[src/rtl/mem_access_sequencer_pkg.sv]
// Shared LC-3b types for the MEM-stage sequencer: FSM state encoding and
// default word/address typedefs.
package mem_access_sequencer_pkg;

  localparam int unsigned LC3B_DATA_W = 16;
  localparam int unsigned LC3B_ADDR_W = 16;

  typedef logic [LC3B_DATA_W-1:0] lc3b_word;
  typedef logic [LC3B_ADDR_W-1:0] lc3b_addr;

  typedef enum logic [1:0] {
    MS_IDLE = 2'd0,
    MS_PTR  = 2'd1,
    MS_ACC  = 2'd2
  } mem_seq_state_t;

endpackage

[src/rtl/sat_counter.sv]
// Saturating up-counter with synchronous clear.
//  clk, rst : clock, synchronous active-high reset
//  inc      : count up by one (ignored once at all-ones)
//  clr      : synchronous clear, wins over inc
//  count    : current value
//  at_max   : count is all-ones
module sat_counter #(
  parameter int unsigned CNT_W = 32
) (
  input  logic             clk,
  input  logic             rst,
  input  logic             inc,
  input  logic             clr,
  output logic [CNT_W-1:0] count,
  output logic             at_max
);

  logic [CNT_W-1:0] r_count;

  always_ff @(posedge clk) begin
    if (rst || clr) begin
      r_count <= '0;
    end else if (inc && !at_max) begin
      r_count <= r_count + CNT_W'(1);
    end
  end

  assign count  = r_count;
  assign at_max = &r_count;

endmodule

[src/rtl/mem_access_sequencer.sv]
// LC-3b MEM-stage sequencer: runs LD/ST/LDB/STB and the two-access LDI/STI
// over a request/response L1 handshake, stalls the upstream pipeline while an
// access is outstanding, counts stalled cycles and flags unresponsive memory.
//  clk, rst               : clock, synchronous active-high reset
//  valid_in, in_mem       : EX/MEM holds a valid memory instruction
//  in_st/in_indirect/in_byte : store, LDI/STI pointer fetch, byte access
//  addr_in, wdata_in      : effective address and store data
//  mem_resp, mem_rdata    : L1 one-cycle response and read data
//  mem_read/mem_write/mem_address/mem_wdata/mem_byte_enable : L1 request
//  stage_enable, bubble_out : pipeline register enables, MEM/WB NOP insert
//  mem_done, busy         : final access done this cycle, sequencer active
//  timeout_err, stall_count : sticky watchdog flag, saturating stall counter
module mem_access_sequencer
  import mem_access_sequencer_pkg::*;
#(
  parameter int unsigned ADDR_W     = 16,
  parameter int unsigned DATA_W     = 16,
  parameter int unsigned NUM_STAGES = 4,
  parameter int unsigned MEM_IDX    = 2,
  parameter int unsigned MAX_WAIT   = 64,
  parameter int unsigned CNT_W      = 32
) (
  input  logic                    clk,
  input  logic                    rst,
  input  logic                    valid_in,
  input  logic                    in_mem,
  input  logic                    in_st,
  input  logic                    in_indirect,
  input  logic                    in_byte,
  input  logic [ADDR_W-1:0]       addr_in,
  input  logic [DATA_W-1:0]       wdata_in,
  input  logic                    mem_resp,
  input  logic [DATA_W-1:0]       mem_rdata,
  output logic                    mem_read,
  output logic                    mem_write,
  output logic [ADDR_W-1:0]       mem_address,
  output logic [DATA_W-1:0]       mem_wdata,
  output logic [DATA_W/8-1:0]     mem_byte_enable,
  output logic [NUM_STAGES-1:0]   stage_enable,
  output logic                    bubble_out,
  output logic                    mem_done,
  output logic                    busy,
  output logic                    timeout_err,
  output logic [CNT_W-1:0]        stall_count
);

  localparam int unsigned BE_W   = DATA_W / 8;
  localparam int unsigned LANE_W = (BE_W > 1) ? $clog2(BE_W) : 1;
  localparam int unsigned WD_W   = $clog2(MAX_WAIT);
  // Stalled pattern: EX/MEM and everything upstream hold, later registers load.
  localparam logic [NUM_STAGES-1:0] STALL_MASK = {NUM_STAGES{1'b1}} << (MEM_IDX + 1);

  mem_seq_state_t    r_state;
  mem_seq_state_t    w_state_next;
  logic [ADDR_W-1:0] r_ptr;
  logic              r_timeout;
  logic              w_stall;
  logic              w_req;
  logic              w_wd_hit;
  logic [ADDR_W-1:0] w_acc_addr;
  logic [WD_W-1:0]   w_wd_cnt;
  logic              w_wd_at_max;
  logic              w_stall_at_max;

  // State, pointer capture and sticky watchdog flag.
  always_ff @(posedge clk) begin
    if (rst) begin
      r_state   <= MS_IDLE;
      r_ptr     <= '0;
      r_timeout <= 1'b0;
    end else begin
      r_state <= w_state_next;
      if (r_state == MS_PTR && mem_resp) begin
        r_ptr <= ADDR_W'(mem_rdata);
      end
      if (w_wd_hit) begin
        r_timeout <= 1'b1;
      end
    end
  end

  assign w_acc_addr = in_indirect ? r_ptr : addr_in;

  // Next state, request drive and stall decision.
  always_comb begin
    w_state_next    = r_state;
    mem_read        = 1'b0;
    mem_write       = 1'b0;
    mem_address     = addr_in;
    mem_byte_enable = '1;
    mem_done        = 1'b0;
    w_stall         = 1'b0;
    case (r_state)
      MS_IDLE: begin
        // Decode cycle: request goes out next cycle, upstream already held.
        if (valid_in && in_mem) begin
          w_stall      = 1'b1;
          w_state_next = in_indirect ? MS_PTR : MS_ACC;
        end
      end
      MS_PTR: begin
        mem_read = 1'b1;
        w_stall  = 1'b1;
        if (mem_resp) begin
          w_state_next = MS_ACC;
        end
      end
      MS_ACC: begin
        mem_read    = ~in_st;
        mem_write   = in_st;
        mem_address = w_acc_addr;
        if (in_byte) begin
          mem_byte_enable = (BE_W > 1) ? (BE_W'(1) << w_acc_addr[LANE_W-1:0]) : '1;
        end
        // Completing cycle is not a stall so MEM/WB loads mem_rdata directly.
        if (mem_resp) begin
          mem_done     = 1'b1;
          w_state_next = MS_IDLE;
        end else begin
          w_stall = 1'b1;
        end
      end
      default: begin
        w_state_next = MS_IDLE;
      end
    endcase
  end

  assign w_req    = (r_state != MS_IDLE);
  assign w_wd_hit = w_req && !mem_resp && (w_wd_cnt == WD_W'(MAX_WAIT - 1));

  // Per-access wait counter; cleared outside accesses and on every response.
  sat_counter #(
    .CNT_W (WD_W)
  ) u_watchdog (
    .clk    (clk),
    .rst    (rst),
    .inc    (w_req && !w_wd_at_max),
    .clr    (!w_req || mem_resp),
    .count  (w_wd_cnt),
    .at_max (w_wd_at_max)
  );

  sat_counter #(
    .CNT_W (CNT_W)
  ) u_stall_cnt (
    .clk    (clk),
    .rst    (rst),
    .inc    (w_stall && !w_stall_at_max),
    .clr    (1'b0),
    .count  (stall_count),
    .at_max (w_stall_at_max)
  );

  assign mem_wdata    = wdata_in;
  assign stage_enable = w_stall ? STALL_MASK : {NUM_STAGES{1'b1}};
  assign bubble_out   = w_stall;
  assign busy         = w_req;
  assign timeout_err  = r_timeout;

endmodule

[config.mk]
export PLATFORM = sky130hd
export DESIGN_NAME = mem_access_sequencer
export DESIGN_NICKNAME = d
export VERILOG_FILES = /design/src/rtl/mem_access_sequencer_pkg.sv /design/src/rtl/sat_counter.sv /design/src/rtl/mem_access_sequencer.sv
export SDC_FILE = /design/constraint.sdc
export NUM_CORES = 1
export LEC_CHECK = 0
export ABC_CLOCK_PERIOD_IN_PS = 2300
export CELL_PAD_IN_SITES_DETAIL_PLACEMENT = 2
export CELL_PAD_IN_SITES_GLOBAL_PLACEMENT = 2
export CORE_AREA = 2 2 118 120
export DETAILED_ROUTE_END_ITERATION = 10
export DIE_AREA = 0 0 120 122
export GPL_ROUTABILITY_DRIVEN = 0
export PLACE_DENSITY = 0.81
export SYNTH_ARGS = -nofsm -noshare
export SYNTH_HDL_FRONTEND = slang
export SYNTH_SLANG_ARGS = --single-unit
export TNS_END_PERCENT = 100
[constraint.sdc]
create_clock -name clk -period 2.3 [get_ports clk]
set_input_delay 0.345 -clock clk [delete_from_list [all_inputs] [get_ports clk]]
set_output_delay 0.345 -clock clk [all_outputs]
set_load 0.05 [all_outputs]
==> summary.txt <==
Finish
  • Antenna cells: 0
  • Filler cells: 1496
  • Fin cells: 643
  • Layout net count: 521
  • Share of cells above drive strength 1: 21.8%
  • Area added between synthesis and finish: 56.7%

Synthesis
  • Ys Warns: 0
  • Post-synth cell types: 49
  • Mapped Cells: 364
  • Avg Cell Area, Syn: 8.28 µm²
  • Ys async rst share: 0%
  • Most common cell in the netlist: dfxtp_1
  • Syn Nets: 426
  • Area share of the leading cell type in the synthesized netlist: 37.9%
  • Post-synth EDFFs: 0
  • Cell taking the most area after synthesis: dfxtp_1
  • Synthesized flop and latch total: 57
  • Synth top area cells: dfxtp_1 38%, mux2_2 6.7%, nand2_1 6.7%
  • Top_reg_cell synth: dfxtp_1
  • Post-Synthesis Cell Area: 3010 µm²
  • Register area share after synthesis: 37.9%
  • Synth top cells by count: 57 x dfxtp_1, 54 x nand2_1, 37 x nor2_1

STA
  • Final Skew: 0.00769 ns
  • Min Clock Period, post-route: 2.27 ns
  • Final Hold Viols: 0
  • Max-slew violations: 0
  • RSZ-0062 raised after global routing: yes
  • Final setup viols: 0
  • Period Utilization, post-route: 98.5%
  • Slew @ Worst Pin: 0.800 ns
  • Relative slew margins: 46.7%
  • Highest clock rate: 0.441 GHz

Floorplan
  • Die Footprint: 14600 µm²
  • Cell Rows: 43
  • I/O Pins: 132
  • Die Wd: 120 µm
  • Chip height: 122 µm
  • Starting Density: 22.3%
  • Core footprint: 13500 µm²

Detailed routing
  • Starting DRC count in detailed routing: 68
  • Routed wire length: 10400 µm
  • DRT Pass-1 Iters: 4
  • Routed WL per cell: 16.1 µm
  • Vias per inst: 4.59
  • Routed Antenna Nets: 0
  • DRC Markers: 0
  • Routed vias: 2953

Clocking
  • Cts hold-fix bufs: 0
  • CTS tree: yes
  • Max Buffers Root-to-Sink: 2
  • CTS H-tree depth: 3
  • Clk_lat worst skew: 0.32 ns
  • CTS sink cnt: 57
  • Root buf cell: clkbuf_16
  • Clock-pin slew on the worst setup and hold paths: 0.05 ns
  • TritonCTS Buffers: 9

Placement
  • I/O Buffers: 98
  • Dpl hpwl: 7880 µm
  • Placed insts: 627

Setup path
  • CP max-delay cell: dfxtp_2
  • WP data arrival: 1.92 ns
  • Crit. End Element: output pin
  • Cell family with most CP delay: buffers and inverters
  • CP bufs+invs: 4
  • Worst-path cell chain: inv_1 -> ha_2 -> and3_4 -> o31ai_4 -> clkinvlp_4 -> buf_4 -> buf_4
  • Startpoint Class: flip-flop
  • WP data required: 1.96 ns
  • Peak per-stage delay on the critical path: 0.36 ns
  • Crit path kind: reg2out
  • Worst path most repeated cell: buf_4
  • Crit Path Max Fanout: 7

GRT
  • Grt total ovfl: 0
  • First-pass GRT wire length: 16800 µm
  • Vias in the first global route: 3235
  • Initial antenna violation count: 0
  • Largest net degree at the start of global routing: 43
  • Total track usage: 14.4%

Power and ir drop
  • Final Power: 0.00319 W
  • Worst vdd ir: 251 µV
  • Leakage: 1.72 nW
  • Power Density: 675 nW/µm²

Run
  • Max Cap Viol: 0

Outcome
  • Status: finished, final reports clean

Min path
  • Hold WC Path Type: reg2reg
registers in the layout, summed over array words and instances (netlist names):
signal             cells
r_ptr                 16
timeout_err            1
u_stall_cnt.count     32
u_watchdog.count       6
r_state                2
layout by cell type (no fill, tap or decap), types with 7 or more instances in the layout:
cell type        Yosys  layout
a21oi_1             24      24
buf_12               0      22
buf_4               20      26
clkbuf_16            0       9
clkdlybuf4s50_1      0      72
dfxtp_1             57      55
inv_1                9       7
mux2_2              18      18
nand2_1             54      54
nand3_1              9       9
nand4_1             15      15
nor2_1              37      37
nor3_1               8       7
xnor2_1             10      10
xor2_1              16      16
final cells by class:
| class | instances | area [µm²] | share of cell area (%) |
|---|---|---|---|
| Timing Repair Buffer | 121 | 1360 | 28.8 |
| Multi-Input combinational cell | 261 | 1660 | 35.1 |
| Clock buffer | 12 | 256 | 5.43 |
| Inverter | 9 | 37.5 | 0.795 |
| Sequential cell | 57 | 1140 | 24.2 |
| Tap cell | 180 | 225 | 4.77 |
| Clock inverter | 3 | 40.0 | 0.848 |
worst paths after layout:
kind	cells after the start	from	end	slack, ns
setup / recovery	7	r_state[1]$_SDFFE_PP0P_	bubble_out	0.03
hold / removal	2	r_ptr[8]$_SDFFE_PP0P_	r_ptr[8]$_SDFFE_PP0P_	0.46
setup reg to reg	8	r_state[1]$_SDFFE_PP0P_	u_stall_cnt.count[31]$_SDFFE_PP0P_	0.08
hold reg to reg	2	r_ptr[8]$_SDFFE_PP0P_	r_ptr[8]$_SDFFE_PP0P_	0.46
routing by layer:
metal | part of all wire, % | track usage (%)
met1 | 42 | 16.6
met2 | 51 | 26.1
met3 | 5.5 | 3.51
met4 | 1.3 | 5.07
met5 | 0 | 0
kinds of logic after synthesis:
family          Yosys count  synth area share (%)
simple gates            163                  27.0
other cells               1                 0.124
mux                      20                  7.39
xor+xnor                 26                  7.55
flops                    57                  37.9
buf+inv                  46                  8.43
compound gates           45                  9.13
fa+ha+maj                 6                  2.49
through the flow:
step | util, % | area (µm²) | worst slack [ns] | hold WS, ns | TNS, ns
after floorplan | - | 3060 | -0.430 | 0.434 | -7.70
after global placement | 32.6 | 4410 | -0.00132 | 0.445 | -0.00132
after detailed placement | 32.6 | 4410 | -0.101 | 0.459 | -0.458
after CTS | 34.9 | 4710 | 0.00723 | 0.467 | 0
after global routing | 35.0 | 4720 | -0.0408 | 0.486 | -0.0717
final | 35.0 | 4720 | 0.0348 | 0.461 | 0
worst register-to-register path, cell delays in order, from the launching register on:
cell and delay (ns):
dfxtp_2 0.34, inv_1 0.09, ha_2 0.26, and3_4 0.23, o31ai_4 0.08, buf_4 0.18
a2111o_1 0.36, or4_1 0.43, a21oi_1 0.17
timing repair:
item	in CTS	in global routing
setup endpoints to repair	1	17
setup buffers	1	0
gates resized for setup	0	3
pin swaps	1	1
where the power goes:
part,switching [W],internal (W)
Combinational,0.000452,0.000375
Clock,0.000454,0.000887
Sequential,0.0000140,0.00101
No activity file was read; power rests on OpenSTA's default activity.
